**config.mk**
```make
export PLATFORM = sky130hd
export DESIGN_NAME = instr_encoder
export DESIGN_NICKNAME = d
export VERILOG_FILES = /design/src/rtl/instr_encoder.sv
export SDC_FILE = /design/constraint.sdc
export NUM_CORES = 1
export LEC_CHECK = 0
export CAP_MARGIN = 20
export CORE_MARGIN = 1
export CORE_UTILIZATION = 50
export CTS_BUF_LIST = sky130_fd_sc_hd__clkbuf_4 sky130_fd_sc_hd__clkbuf_8
export DETAILED_ROUTE_END_ITERATION = 10
export GPL_TIMING_DRIVEN = 0
export PLACE_DENSITY_LB_ADDON = 0.08
export SYNTH_ARGS = -nofsm -noshare
export SYNTH_HDL_FRONTEND = slang
export SYNTH_SLANG_ARGS = --single-unit
```
**constraint.sdc**
```tcl
create_clock -name clk -period 5.9 [get_ports clk]
set_clock_uncertainty 0.15 [all_clocks]
set_input_delay 0.59 -clock clk [delete_from_list [all_inputs] [get_ports clk]]
set_output_delay 0.59 -clock clk [all_outputs]
set_load 0.02 [all_outputs]
```
**src/rtl/instr_encoder.sv**
```systemverilog
// Encodes instruction requests into 16-bit words queued in a DEPTH-entry buffer with a word-address counter.
// Latency: 1 cycle minimum, no bypass. Backpressure: in_ready is registered-state only; a pop frees a slot on the next cycle.
module instr_encoder #(
   parameter int ADDR_W = 8,
   parameter int DEPTH  = 4
) (
   input  logic              clk,
   input  logic              reset_n,
   input  logic              flush,
   input  logic              in_valid,
   output logic              in_ready,
   input  logic [2:0]        in_class,
   input  logic [2:0]        in_rs,
   input  logic [2:0]        in_rt,
   input  logic [2:0]        in_rd,
   input  logic [2:0]        in_funct,
   input  logic [5:0]        in_imm,
   input  logic [11:0]       in_target,
   output logic              out_valid,
   input  logic              out_ready,
   output logic [15:0]       out_instr,
   output logic [ADDR_W-1:0] out_addr,
   output logic              err,
   output logic [3:0]        err_count
);

   localparam int PW = $clog2(DEPTH);

   logic [15:0]   mem [DEPTH];
   logic [PW-1:0] wr_ptr;
   logic [PW-1:0] rd_ptr;
   logic [PW:0]   count;
   logic          started;
   logic          full;
   logic          accept;
   logic          class_ok;
   logic          push;
   logic          pop;
   logic [3:0]    opcode;
   logic [15:0]   enc;

   // started keeps in_ready low until the first edge after reset release
   assign full      = (count == (PW+1)'(DEPTH));
   assign in_ready  = started & ~full;
   assign out_valid = (count != '0);
   assign accept    = in_valid & in_ready & ~flush;
   assign class_ok  = (in_class < 3'd6);
   assign push      = accept & class_ok;
   assign pop       = out_valid & out_ready & ~flush;
   assign out_instr = out_valid ? mem[rd_ptr] : 16'h0000;

   always_comb begin
      opcode = 4'b0000;
      enc    = 16'h0000;
      case (in_class)
         3'd0: opcode = 4'b0000;
         3'd1: opcode = 4'b0100;
         3'd2: opcode = 4'b1011;
         3'd3: opcode = 4'b1111;
         3'd4: opcode = 4'b1000;
         3'd5: opcode = 4'b0010;
         default: opcode = 4'b0000;
      endcase
      case (in_class)
         3'd0:    enc = {opcode, in_rs, in_rt, in_rd, in_funct};
         3'd5:    enc = {opcode, in_target};
         default: enc = {opcode, in_rs, in_rt, in_imm};
      endcase
   end

   always_ff @(posedge clk or negedge reset_n) begin
      if (!reset_n) begin
         started   <= 1'b0;
         wr_ptr    <= '0;
         rd_ptr    <= '0;
         count     <= '0;
         out_addr  <= '0;
         err       <= 1'b0;
         err_count <= 4'd0;
      end else begin
         started <= 1'b1;
         if (flush) begin
            wr_ptr   <= '0;
            rd_ptr   <= '0;
            count    <= '0;
            out_addr <= '0;
         end else begin
            if (push) wr_ptr <= wr_ptr + 1'b1;
            if (pop) begin
               rd_ptr   <= rd_ptr + 1'b1;
               out_addr <= out_addr + 1'b1;
            end
            case ({push, pop})
               2'b10:   count <= count + 1'b1;
               2'b01:   count <= count - 1'b1;
               default: count <= count;
            endcase
         end
         if (accept && !class_ok) begin
            err <= 1'b1;
            if (err_count != 4'd15) err_count <= err_count + 1'b1;
         end
      end
   end

   // storage carries no reset; out_instr is masked while the buffer is empty
   always_ff @(posedge clk) begin
      if (push) mem[wr_ptr] <= enc;
   end

endmodule

```
==> results of run 1 <==
==> sequential cells by signal, summed over array words and instances (netlist names) <==
name	cells
rd_ptr	2
count	3
started	1
err	1
err_count	4
mem	64
out_addr	8
wr_ptr	2
==> layer usage <==
layer	routed length [um]	share of wire	vias up	track usage
li1	-	-	1161	-
met1	3425	0.46	1187	0.2717
met2	3617	0.49	64	0.3157
met4	95	0.013	0	0.07143
met3	287	0.039	10	0.03601
met5	0	0	-	0
==> final timing paths <==
path                            from            end  slack (ns)
min reg2reg                      err            err        0.32
min in group asynchronous    reset_n    out_addr[6]        0.41
min                              err            err        0.32
max                        rd_ptr[1]  out_instr[14]        2.44
max reg2reg                 count[0]       count[2]        3.50
max in group asynchronous    reset_n   err_count[0]        4.72
==> cell families after synthesis <==
family,count (synthesis),synth area share
flops,85,0.6170
simple gates,70,0.1025
other cells,1,0.0009455
xor+xnor,9,0.02461
buf+inv,27,0.03186
mux,28,0.1256
compound gates,37,0.06404
fa+ha+maj,10,0.03344
==> power by group through the flow <==
stage	registers, mW	logic [mW]	clock network, mW
global route	0.724	0.716	0.397
CTS	0.717	0.671	0.371
finish	0.717	0.659	0.363
floorplan	0.740	0.397	0
global placement	0.728	0.664	0
detailed placement	0.730	0.667	0
==> layout make-up <==
cell class	count	share of cell area
Clock buffer	10	0.02654
Timing Repair Buffer	68	0.1385
Buffer	16	0.01719
Sequential cell	85	0.4944
Inverter	11	0.008342
Clock inverter	6	0.007836
Multi-Input combinational cell	155	0.2813
Tap cell	102	0.02578
==> placed cells by master, fill, tap and decap left out, types with 6 or more instances in the layout <==
master	count
o22ai_1	7
ha_1	9
and2_1	17
clkbuf_8	9
nor2_1	9
edfxtp_1	64
dfrtp_1	21
nand2_1	10
a21oi_1	9
clkbuf_1	10
o221ai_1	6
inv_1	10
o21a_1	6
mux4_2	16
mux2_2	10
clkdlybuf4s50_1	67
==> metrics by stage <==
stage / cells / setup slack [ns] / util
2_1_floorplan: 267 / 3.246 / -
3_3_place_gp: 436 / 2.516 / 0.6198
3_5_place_dp: 436 / 2.490 / 0.6198
4_1_cts: 452 / 2.377 / 0.6419
5_1_grt: 453 / 2.265 / 0.6439
6_report: 453 / 2.443 / 0.6439
==> results.json, run 1 <==
{
  "layout_worst_path_cycle_share": 0.5859,
  "hold_viol": 0,
  "hold_class": "flop to flop",
  "yosys-top-cells-count": "edfxtp_1, dfrtp_1, and2_1",
  "min_delay_path_depth": 1,
  "grt_pass1_wl_mm": 12.25,
  "numPortBuffers": 67,
  "cp-start-kind": "flop",
  "relSlewSlack": 0.6027,
  "yosysMostFrequentCell": "edfxtp_1",
  "place_congestion": 0.7825,
  "vias_per_cell": 5.347,
  "synth_top_area_share": 0.4845,
  "cp.arrival_ns": 2.72,
  "synthesis.nets": 315,
  "design_area_sq_um": 4950,
  "critical_path_depth": 5,
  "htreeDepth": 3,
  "clockPowerShare": 0.209,
  "post_cts_resize_count": 0,
  "placed_area_sq_um": 4765,
  "synth_area_leader_cell": "edfxtp_1",
  "ys_ff_latch": 85,
  "synth_area_leaders": "edfxtp_1, dfrtp_1, mux4_2",
  "slew_violations": 0,
  "placementRows": 32,
  "cp_max_fo": 10,
  "grt_pass1_vias": 2450,
  "p_int_mw": 1.180,
  "reg2reg_depth": 6,
  "syn_area_sq_um": 3966,
  "final-setup-viol-count": 0,
  "coreArea_sq_um": 7687,
  "ys.flop_type": "edfxtp_1",
  "cts_tree": "built",
  "avgSynthCellArea_sq_um": 14.86,
  "power_mw": 1.739,
  "hold_slack_ns": 0.3203,
  "leakage_nw": 1.765,
  "rsz0062_at_grt": "false",
  "synth_edf_count": 64,
  "combPwrFrac": 0.379,
  "switchingPower_mw": 0.5589,
  "seqPwrFrac": 0.412,
  "async_reset_ff_frac": 0.2471,
  "fin_crit_ns": 3.457,
  "die_h_um": 91.07,
  "area.growth.synth_to_final_pct": 24.80,
  "outcome": "finished clean",
  "ys_seq_area_frac": 0.6170,
  "cts_setup_buffers": 0,
  "critPathMaxStageDelay_ns": 0.53,
  "p_sw_frac": 0.3214,
  "die_x_um": 91.07,
  "yosys_warnings": 0,
  "setup_tns_ns": 0,
  "cts_made_buffers": 9,
  "wl_mm": 7.425,
  "clock-sinks": 85,
  "drtAntennaViolNets": 0,
  "pin_count": 69,
  "drive_above_1_share": 0.1738,
  "antenna_found_initial": 0,
  "end_kind": "output port",
  "grt.total_usage": 0.1970,
  "grt_max_degree": 22,
  "insertion_delay_ns": 0.35,
  "crit_family": "buffers and inverters",
  "synth_cell_types": 48,
  "critPathRequiredTime_ns": 5.16,
  "worstSetupPathType": "flop to output port",
  "fmax_ghz": 0.2893,
  "crit_buf_inv": 3,
  "clockBufferDepth": 2,
  "drt_iter0_markers": 117,
  "final_nets": 394,
  "hold_buffers": 0,
  "dieArea_sq_um": 8293,
  "multi_input_area_sq_um": 1393,
  "power_density_nw_per_um2": 351.3,
  "gr-total-overflow": 0,
  "nFillCells": 605,
  "syn_inst": 267,
  "cts-root-buf": "clkbuf_8",
  "slowest_stage": "buf_1",
  "maxCapViolCount": 0,
  "detailed_place_hpwl_mm": 4.932,
  "antenna_cells": 0,
  "irDropWorstVdd_mv": 0.2072,
  "routedWlPerCell_um": 16.39,
  "clkTransAtPathRegs_ns": 0.08,
  "crit_chain": "clkbuf_1 > buf_1 > mux4_2 > and2_1 > clkdlybuf4s50_1",
  "dr_total_vias": 2422,
  "initial_core_util": 0.5160,
  "firstDrtPassIters": 4,
  "register_area_sq_um": 2447,
  "tightest_slew_ns": 0.5960,
  "drc_errors": 0
}
No activity file was read; power rests on OpenSTA's default activity.
==> run 2: changes to the inputs <==
- CORE_UTILIZATION: 50 -> 49
- clock period: 5.9 -> 3.05 ns (I/O delays scaled with it)
==> results.json, run 2 (same netlist as run 1, synthesis figures left out) <==
{
  "hold_buffers": 0,
  "multi_input_area_sq_um": 1393,
  "drive_above_1_share": 0.1834,
  "htreeDepth": 3,
  "dr_total_vias": 2426,
  "layout_worst_path_cycle_share": 0.9423,
  "clkTransAtPathRegs_ns": 0.09,
  "power_mw": 3.534,
  "die_h_um": 91.97,
  "tightest_slew_ns": 0.5233,
  "cts_made_buffers": 9,
  "irDropWorstVdd_mv": 0.3090,
  "end_kind": "output port",
  "nFillCells": 608,
  "outcome": "finished clean",
  "routedWlPerCell_um": 16.81,
  "clockBufferDepth": 2,
  "grt.total_usage": 0.1967,
  "crit_chain": "clkbuf_4 > buf_4 > mux4_2 > and2_1 > clkdlybuf4s50_1",
  "cts-root-buf": "clkbuf_8",
  "detailed_place_hpwl_mm": 5.114,
  "leakage_nw": 1.804,
  "post_cts_resize_count": 3,
  "final_common_cell": "clkdlybuf4s50_1",
  "fmax_ghz": 0.3479,
  "maxCapViolCount": 0,
  "final_cell_mix": "clkdlybuf4s50_1, edfxtp_1, dfrtp_1",
  "hold_slack_ns": 0.06597,
  "drc_errors": 0,
  "largest_register_ffs": 64,
  "vias_per_cell": 5.379,
  "hold_viol": 0,
  "crit_buf_inv": 3,
  "regMostFlops": "mem",
  "drt_iter0_markers": 153,
  "rsz0062_at_grt": "false",
  "slew_violations": 0,
  "gr-total-overflow": 0,
  "pin_count": 69,
  "coreArea_sq_um": 7767,
  "hold_class": "primary input to async pin",
  "cp_max_fo": 10,
  "grt_max_degree": 22,
  "power_density_nw_per_um2": 705.8,
  "finalWorstSetupSlack_ns": 0.1759,
  "wl_mm": 7.580,
  "relSlewSlack": 0.6500,
  "cts_tree": "built",
  "grt_pass1_vias": 2447,
  "placementRows": 32,
  "top_regs": "mem (64), out_addr (8), err_count (4)",
  "crit_family": "buffers and inverters",
  "worstSetupPathType": "flop to output port",
  "antenna_cells": 0,
  "firstDrtPassIters": 4,
  "post-place-ws_ns": -0.08411,
  "numPortBuffers": 67,
  "cp-start-kind": "flop",
  "fin_crit_ns": 2.874,
  "place_congestion": 0.8052,
  "cts_setup_buffers": 0,
  "final-setup-viol-count": 0,
  "final_nets": 392,
  "clock-sinks": 85,
  "grt_pass1_wl_mm": 12.20,
  "die_x_um": 91.97,
  "cp.arrival_ns": 2.42,
  "drtAntennaViolNets": 0,
  "critPathRequiredTime_ns": 2.59,
  "register_area_sq_um": 2447,
  "dp_cells": 436,
  "insertion_delay_ns": 0.35,
  "final_cells": 451,
  "critPathMaxStageDelay_ns": 0.53,
  "dieArea_sq_um": 8458,
  "area.growth.synth_to_final_pct": 26.21,
  "slowest_stage": "mux4_2",
  "initial_core_util": 0.5106,
  "antenna_found_initial": 0
}
[run 2: cell count changes in the layout (fill, tap and decap cells not counted), sizes merged]
cell and delta:
bufinv +2, clkbuf -2, clkinv +2, clkinvlp -2, buf -1, inv -1
[run 2: final timing paths]
path	from	end	slack, ns	cells after the start
worst min-delay path	reset_n	out_addr[7]	0.07	1
worst min register to register	err	err	0.33	1
max in group asynchronous	reset_n	rd_ptr[0]	2.28	2
min in group clk	err	err	0.33	1
worst max-delay path	rd_ptr[0]	out_instr[14]	0.18	5
worst max register to register	count[0]	count[2]	0.68	9
[run 2: final cells by class]
class | instances | area share
Buffer | 14 | 0.01700
Inverter | 11 | 0.008248
Sequential cell | 85 | 0.4889
Clock buffer | 9 | 0.02474
Timing Repair Buffer | 68 | 0.1395
Tap cell | 102 | 0.02549
Clock inverter | 7 | 0.01800
Multi-Input combinational cell | 155 | 0.2782
[run 2: layer usage]
metal | GRT usage | vias up | part of all wire
met5 | 0 | - | 0
met4 | 0.07422 | 0 | 0.013
met3 | 0.03814 | 8 | 0.048
met2 | 0.3240 | 74 | 0.49
met1 | 0.2596 | 1189 | 0.45
li1 | - | 1155 | -
[run 2: metrics by stage]
stage           TNS, ns  instance area [sq um]    util
2_1_floorplan         0                   3966       -
5_1_grt               0                   5006  0.6445
6_report              0                   5006  0.6445
3_5_place_dp   -0.08411                   4765  0.6134
3_3_place_gp   -0.05187                   4765  0.6134
4_1_cts               0                   4980  0.6411
[run 2: power by group]
part	internal (mW)	leakage (nW)	total [mW]	switching [mW]
clock	0.457	0.107	0.862	0.405
sequential	1.32	0.862	1.39	0.0666
combinational	0.668	0.835	1.28	0.615
==> run 3: changes to the inputs <==
- CTS_CLUSTER_DIAMETER: not set -> 60
==> results of run 3 <==
Same layout as run 2: the final DEF is identical, and so are final timing and power.
